File: src/rtl/ras_pkg.sv
// Shared defaults and types for the return-address stack.
package ras_pkg;

    localparam int ADDR_W_DEF = 32;
    localparam int DEPTH_DEF  = 8;
    localparam int PTR_W_DEF  = $clog2(DEPTH_DEF);

    typedef logic [ADDR_W_DEF-1:0] ras_addr_t;

endpackage

File: src/rtl/ras_storage.sv
// DEPTH x ADDR_W link-address array: one synchronous write port, one async read port.
module ras_storage
    import ras_pkg::*;
#(
    parameter int ADDR_W = ADDR_W_DEF,
    parameter int DEPTH  = DEPTH_DEF,
    parameter int PTR_W  = $clog2(DEPTH)
) (
    input  logic              clk,
    input  logic              we,
    input  logic [PTR_W-1:0]  waddr,
    input  logic [ADDR_W-1:0] wdata,
    input  logic [PTR_W-1:0]  raddr,
    output logic [ADDR_W-1:0] rdata
);

    // Entries are never reset; validity is tracked by the owner's count.
    logic [ADDR_W-1:0] mem_q [DEPTH];

    always_ff @(posedge clk) begin
        if (we) begin
            mem_q[waddr] <= wdata;
        end
    end

    assign rdata = mem_q[raddr];

endmodule

File: src/rtl/return_addr_stack.sv
// Circular LIFO of jal link addresses predicting the next jr $ra target.
// Optional misprediction checker enabled by defining RAS_CHECK_EN.
module return_addr_stack
    import ras_pkg::*;
#(
    parameter int ADDR_W = ADDR_W_DEF,
    parameter int DEPTH  = DEPTH_DEF,
    parameter int PTR_W  = $clog2(DEPTH)
) (
    input  logic              clk,
    input  logic              rst_n,
    input  logic              flush,
    input  logic              push,
    input  logic [ADDR_W-1:0] push_addr,
    input  logic              pop,
    input  logic [ADDR_W-1:0] actual_addr,
    output logic              pred_valid,
    output logic [ADDR_W-1:0] pred_addr,
    output logic              full,
    output logic              empty,
    output logic [PTR_W:0]    count,
    output logic              overflow,
    output logic              underflow
`ifdef RAS_CHECK_EN
    ,
    output logic              mispredict,
    output logic [15:0]       mispredict_cnt
`endif
);

    localparam logic [PTR_W:0] DEPTH_C = DEPTH[PTR_W:0];

    logic [PTR_W-1:0] tos_q, tos_d;
    logic [PTR_W:0]   count_q, count_d;
    logic             overflow_q, overflow_d;
    logic             underflow_q, underflow_d;
    logic             wr_en;
    logic [PTR_W-1:0] wr_ptr;
    logic             is_full;
    logic             is_empty;

    assign is_full  = (count_q == DEPTH_C);
    assign is_empty = (count_q == '0);

    always_comb begin
        tos_d       = tos_q;
        count_d     = count_q;
        overflow_d  = 1'b0;
        underflow_d = 1'b0;
        wr_en       = 1'b0;
        wr_ptr      = tos_q;
        if (flush) begin
            count_d = '0;
        end else if (push && (!pop || is_empty)) begin
            // A push+pop on an empty stack has nothing to replace, so it acts as a plain push.
            tos_d  = tos_q + 1'b1;
            wr_en  = 1'b1;
            wr_ptr = tos_q + 1'b1;
            if (is_full) begin
                overflow_d = 1'b1;
            end else begin
                count_d = count_q + 1'b1;
            end
        end else if (push && pop) begin
            wr_en  = 1'b1;
            wr_ptr = tos_q;
        end else if (pop) begin
            if (is_empty) begin
                underflow_d = 1'b1;
            end else begin
                tos_d   = tos_q - 1'b1;
                count_d = count_q - 1'b1;
            end
        end
    end

    always_ff @(posedge clk) begin
        if (!rst_n) begin
            tos_q       <= '0;
            count_q     <= '0;
            overflow_q  <= 1'b0;
            underflow_q <= 1'b0;
        end else begin
            tos_q       <= tos_d;
            count_q     <= count_d;
            overflow_q  <= overflow_d;
            underflow_q <= underflow_d;
        end
    end

    ras_storage #(
        .ADDR_W (ADDR_W),
        .DEPTH  (DEPTH),
        .PTR_W  (PTR_W)
    ) u_storage (
        .clk   (clk),
        .we    (wr_en && rst_n),
        .waddr (wr_ptr),
        .wdata (push_addr),
        .raddr (tos_q),
        .rdata (pred_addr)
    );

    assign pred_valid = !is_empty;
    assign full       = is_full;
    assign empty      = is_empty;
    assign count      = count_q;
    assign overflow   = overflow_q;
    assign underflow  = underflow_q;

`ifdef RAS_CHECK_EN
    logic        mispredict_q, mispredict_d;
    logic [15:0] mispredict_cnt_q, mispredict_cnt_d;

    always_comb begin
        mispredict_d     = 1'b0;
        mispredict_cnt_d = mispredict_cnt_q;
        if (pop && !flush) begin
            mispredict_d = is_empty || (pred_addr != actual_addr);
        end
        if (mispredict_d && (mispredict_cnt_q != 16'hFFFF)) begin
            mispredict_cnt_d = mispredict_cnt_q + 16'd1;
        end
    end

    always_ff @(posedge clk) begin
        if (!rst_n) begin
            mispredict_q     <= 1'b0;
            mispredict_cnt_q <= '0;
        end else begin
            mispredict_q     <= mispredict_d;
            mispredict_cnt_q <= mispredict_cnt_d;
        end
    end

    assign mispredict     = mispredict_q;
    assign mispredict_cnt = mispredict_cnt_q;
`else
    logic unused_actual_addr;
    assign unused_actual_addr = ^actual_addr;
`endif

endmodule
File: config.mk
export PLATFORM = sky130hd
export DESIGN_NAME = return_addr_stack
export DESIGN_NICKNAME = d
export VERILOG_FILES = /design/src/rtl/ras_pkg.sv /design/src/rtl/ras_storage.sv /design/src/rtl/return_addr_stack.sv
export SDC_FILE = /design/constraint.sdc
export NUM_CORES = 1
export LEC_CHECK = 0
export ABC_AREA = 0
export BUFFER_PORTS_ARGS = -buffer_cell sky130_fd_sc_hd__buf_2
export CELL_PAD_IN_SITES_DETAIL_PLACEMENT = 0
export CELL_PAD_IN_SITES_GLOBAL_PLACEMENT = 1
export CORE_ASPECT_RATIO = 1.75
export CORE_MARGIN = 1
export CORE_UTILIZATION = 55
export CTS_BUF_LIST = sky130_fd_sc_hd__clkbuf_8 sky130_fd_sc_hd__clkbuf_16
export CTS_CLUSTER_SIZE = 14
export DETAILED_ROUTE_END_ITERATION = 7
export HOLD_SLACK_MARGIN = 0.08
export PLACE_DENSITY_LB_ADDON = 0.1
export SYNTH_ARGS = -nofsm -noshare
export SYNTH_HDL_FRONTEND = slang
export SYNTH_SLANG_ARGS = --single-unit
export TNS_END_PERCENT = 10
File: constraint.sdc
create_clock -name clk -period 5.2 [get_ports clk]
set_input_delay 0.26 -clock clk [delete_from_list [all_inputs] [get_ports clk]]
set_output_delay 0.26 -clock clk [all_outputs]
set_load 0.02 [all_outputs]
* Word level (Yosys, flattened, before mapping)
Memories as Yosys holds them, arrays and structs flattened. A register that Yosys moved wholly into a read port is not among the register bits.
Cells that the tools add are included.
Widths: inputs -> output; s select.
** Word-level totals
- Bits in registers :: 9
- Latch bits :: 0
- Bits in writable memories :: 256
- Memory bits (read-only) :: 0
- Input port bits :: 69
- Output and inout bits :: 41
- Logic and storage cells :: 50
- Memories kept :: 1
** Cells by class
- $add $sub $neg :: 4
- Multiply operators :: 0
- Div/mod/pow operators :: 0
- Order comparisons :: 0
- Equality and inequality tests :: 4
- Shift operators :: 0
- Muxes and demuxes :: 20
- Bitwise operators :: 4
- Reduce and logical (&&, ||, !) cells :: 13
** Memory list
- u_storage.mem_q :: depth 8, bits a word 32, read ports 1, clocked after memory_dff 1, write ports 1, RTL line ras_storage.sv:18 : logic [ADDR_W-1:0] mem_q [DEPTH];
** Operators by type and width (count)
- $mux 3 :: 8
- $mux 4 :: 5
- $reduce_and 4->1 :: 2
- $mux 1 :: 7
- $reduce_or 5->1 :: 1
- $add 4x1->4 const B :: 1
- $eq 4x4->1 const B :: 1
- $logic_not 4->1 :: 1
- $ne 2x2->1 const B :: 2
- $not 1->1 :: 4
- $sub 4x1->4 const B :: 1
- $add 3x1->3 const B :: 1
- $logic_and 1x1->1 :: 3
- $reduce_or 3->1 :: 1
- $sub 3x1->3 const B :: 1
- $logic_not 1->1 :: 2
- $ne 2x1->1 const B :: 1
- $reduce_bool 2->1 :: 1
- $reduce_or 2->1 :: 1
- $logic_or 1x1->1 :: 1

* Longest topological paths before layout
Gate-level depths: netlist of the first run.
- Depth after elaboration :: 8
- Depth in mapped cells :: 7
- Depth with buffers taken out :: 7

* By module
A second synthesis of the first run with hierarchy kept.
** Second synthesis, totals
- Cells, all modules :: 461
- Area, all modules :: 10527.6 µm²
** By module, submodules not included
- ras_storage :: instances 1, cells each 383, area each 9825.7 µm², sequential area each 7687.4 µm²
- return_addr_stack :: instances 1, cells each 78, area each 701.9 µm², sequential area each 180.2 µm²

* Worst setup path after synthesis of the first run
OpenSTA, ideal clock, no wires.
- Kind :: register -> register
- Start :: register count_q[0], in the netlist count[0]
- End :: memory u_storage.mem_q[4][0] (netlist name), enable pin
- Library setup time :: 0.421 ns
- Data arrival time :: 3.117 ns
- Required time :: 4.779 ns
- Slack :: 1.662 ns
- Stages on the path, launching flop included :: 6
- Path buffers :: 0
- Clock period less this slack :: 3.538 ns
- Cell sequence :: dfxtp_1 -> o41ai_4 -> nand2_1 -> ha_1 -> nand2b_1 -> nor2_1
** Between the ends
- Word-level cells in the longest chain between the ends :: 8
- Elaborated cells between the ends (all ways) :: 10
- Those cells by class :: mux: 6; reduce/logical: 4
** Ends and longest elaborated chain
- start, declared :: RTL line return_addr_stack.sv:34 : logic [PTR_W:0] count_q, count_d;
- start signal, assigned :: RTL line return_addr_stack.sv:85 : count_q <= count_d;
- $logic_not 4->1 * :: RTL line return_addr_stack.sv:43 : assign is_empty = (count_q == '0);
- $logic_or 1x1->1 * :: RTL line return_addr_stack.sv:54 : end else if (push && (!pop || is_empty)) begin
- $logic_and 1x1->1 * :: RTL line return_addr_stack.sv:54
- $mux 1 :: RTL line return_addr_stack.sv:54
- $mux 1 :: RTL line return_addr_stack.sv:52 : if (flush) begin
- $logic_and 1x1->1 :: RTL line return_addr_stack.sv:97 : .we (wr_en && rst_n),
- $mux 1 :: RTL line ras_storage.sv:21 : if (we) begin
- $mux 1 (implied by the code) :: RTL line ras_storage.sv:22 : mem_q[waddr] <= wdata;
- end, declared :: RTL line ras_storage.sv:18
Every way passes the cells marked *; elsewhere a longest branch is shown, timed or not.

* Final worst setup path of the first run
- Start :: register count_q[0], in the netlist count[0]
- End :: memory u_storage.mem_q[2][15] (netlist name), enable pin
The elaborated chain is that of the path after synthesis.

==> results of run 1 <==
==> cell usage after synthesis, drive strengths merged, types with 3 or more instances <==
library cell / count
a211oi: 3
nor3: 7
dfxtp: 12
clkbuf: 12
buf: 8
ha: 6
edfxtp: 256
a32oi: 3
mux4: 64
mux2i: 4
mux2: 32
nand2b: 3
nand2: 6
nand3: 3
inv: 7
nor2: 14
xor2: 3
==> cell usage in the layout (no fill, tap or decap), drive strengths merged, types with 4 or more instances in the layout <==
cell	n
edfxtp	256
buf	87
mux4	64
dlygate4sd3	34
mux2	32
clkbuf	26
inv	14
nor2	14
dfxtp	12
nor3	7
nand2	6
ha	6
clkinv	5
mux2i	4
==> stage by stage <==
stage	instance area [sq um]	total power (uW)
6_report	12200	4510
5_1_grt	12200	4650
4_1_cts	12200	4550
3_5_place_dp	11100	2860
3_3_place_gp	11100	2850
2_1_floorplan	10400	2730
==> worst max-delay path, stage by stage, from the launching register on <==
cell,delay (ps)
dfxtp_1,430
o41ai_4,610
nand2_1,300
ha_1,370
nand2b_1,340
nor2_4,810
buf_4,330
==> per-layer routing <==
metal | routed length [um] | up-vias
met5 | 0 | -
met4 | 397 | 0
met3 | 780 | 26
met2 | 10600 | 118
met1 | 7270 | 2591
li1 | - | 2203
==> area by class of cell <==
| type | count | area [sq um] |
|---|---|---|
| sequential | 268 | 7930 |
| fill | 1271 | 6370 |
| multi-input combinational | 171 | 2410 |
| timing repair buffer | 121 | 801 |
| clock buffer | 26 | 639 |
| tap | 238 | 298 |
| clock inverter | 14 | 108 |
| inverter | 7 | 26.3 |
==> sequential cells by signal, indices dropped and copies added, names as in the netlist, named ones only <==
signal,flops
underflow,1
overflow,1
count,4
u_storage.mem_q,256
tos_q,3
==> final timing paths <==
| path | start | to | slack (ps) | cells past startpoint |
|---|---|---|---|---|
| worst max-delay path | count[0] | u_storage.mem_q[2][15] | 1700 | 6 |
| worst min-delay path | pop | underflow | 110 | 3 |
| worst max register to register | count[0] | u_storage.mem_q[2][15] | 1700 | 6 |
| worst min register to register | tos_q[0] | register | 500 | 2 |
==> power groups by stage <==
stage | sequential (uW) | combinational, uW | clock [uW]
finish | 2440 | 384 | 1680
global route | 2450 | 413 | 1790
CTS | 2440 | 390 | 1710
detailed placement | 2490 | 369 | 0
global placement | 2490 | 358 | 0
floorplan | 2450 | 272 | 0
==> cell families (layout without fill, tap and decap cells) <==
logic type / count (synthesis) / in the layout / synth area share, %
multiplexers: 100 / 100 / 17.7
adder cells (fa/ha/maj): 7 / 7 / 0.916
flip-flops: 268 / 268 / 76.3
XOR/XNOR: 3 / 3 / 0.253
AND/OR/NAND/NOR: 43 / 43 / 2.14
buffers and inverters: 27 / 168 / 1.06
AO/OA/AOI/OAI: 18 / 18 / 1.57
==> repair_timing <==
item / 4_1_cts / 5_1_grt
hold endpoints to repair: 262 / 0
resized for setup: 0 / 0
hold buffers: 34 / 0
==> results_dict.tcl, run 1 <==
set metrics [dict create \
    core_sq_um 18600 \
    busiest_layer "met2" \
    cts_root_buffer "clkbuf_16" \
    switchingPower_uw 953 \
    syn_nets 542 \
    io_pins 110 \
    start_util_pct 55.9 \
    die_y_um 184 \
    critPathKind "reg -> reg" \
    synth_edf_count 256 \
    yosys.cell_types.count 39 \
    grt_util_met3_pct 2.98 \
    crit_arrival_ps 3720 \
    layout_setup_ws_ps 1700 \
    grt_pass1_wl_um 29600 \
    port_buffers 77 \
    setup.worst_path.end_class "register" \
    drv_slew 0 \
    synthArstFlopShare_pct 0 \
    cts_setup_buffers 0 \
    grt_pass1_vias 5375 \
    tightest_slew_ps 1040 \
    overflow 0 \
    p_clk_share_pct 37.3 \
    synth_seq_cells 268 \
    drive_gt1_share_pct 37.9 \
    htreeDepth 1 \
    drt-total-wl_um 19000 \
    clk_pin_slew_ps 70 \
    netlist_area_sq_um 10400 \
    die_area_sq_um 19500 \
    slew_headroom_pct 30.7 \
    dr.pass1.iters 4 \
    powerDensity_nw_per_um2 369 \
    cts_made_buffers 24 \
    rsz0062_at_grt "false" \
    p_leak_uw 0.00401 \
    clk_latency_ps 520 \
    dp_cells 771 \
    fin_crit_sh_pct 67.4 \
    max_freq_mhz 285 \
    hpwl_um 11100 \
    ys_warn_count 0 \
    setup_viol 0 \
    worstSetupStartpointType "register" \
    netlist_top_cells_area "edfxtp_1 (74%), mux4_2 (14%), mux2_2 (3.5%), dfxtp_1 (2.3%), ha_1 (0.72%)" \
    via_per_inst 5.84 \
    hold_viol_final 0 \
    grt_use_met1_pct 24.5 \
    vdd_ir_drop_max_uv 332 \
    synth_flop_cell "edfxtp_1" \
    seqPwrFrac_pct 54.1 \
    syn_inst 466 \
    wl_per_cell_um 22.5 \
    holdWs_ps 108 \
    gp_congestion 0.725 \
    grt_use_met2_pct 38.6 \
    min_period_ps 3500 \
    track_usage_pct 20.6 \
    status "finished clean" \
    synth_top_area_share_pct 74.0 \
    cts_tree "yes" \
    rows 66 \
    avgSynthCellArea_sq_um 22.3 \
    drtAntennaViolNets 0 \
    drt_iter0_markers 212 \
    tns_ps 0 \
    grt_start_max_net_pins 47 \
    maxCapViolations 0 \
    antenna_found_initial 0 \
    cts_buffer_depth 3 \
    cts_sinks 268 \
    stdcell_count 845 \
    cp_max_fo 25 \
    p_int_uw 3560 \
    dieWidth_um 106 \
    vias 4938 \
    swShare_pct 21.1 \
    fin_worst_skew_ps 12.4 \
    antenna_cells 0 \
    area_growth_pct 17.6 \
    fin_nets 669 \
    hp-class "in -> reg" \
    fin_util_pct 65.7 \
    drc 0 \
    yosysSeqAreaShare_pct 76.3 \
    p_comb_share_pct 8.5 \
    post-synth-top-area-cell "edfxtp_1" \
    place_ws_ps 1660 \
    cp_data_required_time_ps 5410 \
]
No activity file was read; power rests on OpenSTA's default activity.
==> run 2, diff against run 1 <==
- CORE_UTILIZATION: 55 -> 46
- clock period: 5.2 -> 3.18 ns (I/O delays scaled with it)
==> run 2 against run 1 <==
  * Clock-buffer cell count decreased by 1
  * Routed wire length increased by 6.6%
  * Hold slack improved by 350 ps
  * Sequential power increased by 63%
  * First-iteration DRC count increased by 33%
  * Via count increased by 1.3%
  * Clock power increased by 68%
  * Core utilization decreased by 8.8 points
  * Sequential share of layout area decreased by 2.1 points
  * Clock skew decreased by 1.7 ps
  * Total power increased by 66%
  * Final cell count increased by 9.1%
  * Critical path type is now reg -> out
  * Largest cell class unchanged
  * Highest routed layer unchanged
==> results_dict.tcl, run 2 (synthesized netlist as in run 1, its figures left out) <==
set metrics [dict create \
    status "finished clean" \
    layout_commonest_cell "edfxtp_1" \
    largest_reg_flops 256 \
    vdd_ir_drop_max_uv 503 \
    antenna_cells 0 \
    cp_max_fo 22 \
    cts_sinks 268 \
    area_growth_pct 21.4 \
    die_y_um 201 \
    drive_gt1_share_pct 40.3 \
    mostFrequentLayoutCells "edfxtp_1 (256), buf_2 (77), mux4_2 (64), dlygate4sd3_1 (37), mux2_2 (32)" \
    fin_nets 690 \
    grt_start_max_net_pins 28 \
    setup_viol 0 \
    slew_headroom_pct 43.2 \
    cts_tree "yes" \
    overflow 0 \
    io_pins 110 \
    cts_setup_buffers 0 \
    grt_pass1_vias 5509 \
    timing.rr.end "u_storage.mem_q[6][25]" \
    port_buffers 77 \
    fin_crit_sh_pct 84.7 \
    rows 72 \
    die_area_sq_um 23200 \
    fin_worst_skew_ps 10.7 \
    reg2reg_depth 7 \
    max_freq_mhz 371 \
    core_sq_um 22200 \
    drc 0 \
    r2r_setup_slack_ps 690 \
    htreeDepth 1 \
    dieWidth_um 116 \
    p_leak_uw 0.00414 \
    cts_root_buffer "clkbuf_16" \
    setup.worst_path.end_class "primary output" \
    final_cell_area_sq_um 12600 \
    rsz0062_at_grt "false" \
    critPathKind "reg -> out" \
    hold_viol_final 0 \
    tightest_slew_ps 852 \
    track_usage_pct 18.4 \
    vias 5000 \
    cp_data_required_time_ps 3020 \
    cts_buffer_depth 3 \
    drtAntennaViolNets 0 \
    powerDensity_nw_per_um2 593 \
    via_per_inst 5.42 \
    clk_pin_slew_ps 60 \
    hp-class "in -> reg" \
    whs_path_depth 2 \
    hpwl_um 11700 \
    top_register "u_storage.mem_q" \
    dpl_cell_area_sq_um 11500 \
    dr.pass1.iters 4 \
    drt-total-wl_um 20300 \
    drt_iter0_markers 283 \
    clk_latency_ps 500 \
    cts_made_buffers 25 \
    antenna_found_initial 0 \
    min_to "u_storage.mem_q[3][15]" \
    rr_startpoint "count[0]" \
    fin_util_pct 56.9 \
    drv_slew 0 \
    gp_congestion 0.717 \
    wl_per_cell_um 22.0 \
    maxCapViolations 0 \
    start_util_pct 46.9 \
    min_period_ps 2690 \
    grt_pass1_wl_um 31200 \
    crit_arrival_ps 2540 \
    hp-start "push_addr[15]" \
    worstSetupStartpointType "register" \
]
run 2: cell types whose count changed in the layout (fill, tap and decap cells not counted):
cell and change:
bufinv_16 +1, clkinv_2 +5, buf_12 +12, inv_1 -6
buf_4 +5, dlygate4sd3_1 +3, clkbuf_8 -1
run 2: worst max-delay path, cell delays in order, from the launching register on:
cell and delay, ps:
dfxtp_4 660, buf_4 340, mux4_2 530, mux2_2 300, buf_2 160
run 2: how the worst max path moves through the flow:
stage / end / slack [ps]
2_1_floorplan: u_storage.mem_q[4][0] / -360
3_3_place_gp: u_storage.mem_q[4][8] / 690
3_5_place_dp: u_storage.mem_q[6][27] / 680
4_1_cts: pred_addr[30] / 420
5_1_grt: pred_addr[30] / 350
6_report: pred_addr[30] / 490
run 2: per-layer routing:
layer	global-route usage, %	up-vias	wire length [um]
met5	0	-	0
li1	-	2248	-
met1	23.1	2627	8170
met4	4.27	0	288
met3	2.32	21	682
met2	33.5	104	11100
run 2: stage by stage:
step / setup slack [ps] / std cells / setup TNS [ps] / hold WS (ps) / power, uW
6_report: 486 / 922 / 0 / 463 / 7480
5_1_grt: 353 / 922 / 0 / 456 / 7740
2_1_floorplan: -358 / 466 / -79330 / 258 / 4460
4_1_cts: 423 / 922 / 0 / 442 / 7570
3_5_place_dp: 684 / 846 / 0 / 432 / 4710
3_3_place_gp: 692 / 846 / 0 / 416 / 4700
run 2: area by class of cell:
cell class / instances / area (sq um)
repair buffers: 141 / 1110
clock inverters: 14 / 140
clock buffers: 25 / 626
flip-flops and latches: 268 / 7930
well taps: 296 / 370
fillers: 1718 / 9550
multi-input cells: 171 / 2410
inverters: 7 / 26.3
run 2: what timing repair did:
item,in CTS,in global routing
gates resized for setup,0,0
endpoints found under the hold margin,264,0
hold buffers,37,0
run 2: where the power goes:
part           total (uW)  leakage (uW)  switching [uW]  internal, uW
combinational         693       0.00134             354           339
clock                2820      0.000388            1160          1660
sequential           3970       0.00241            54.9          3910
total                7480       0.00414            1570          5910
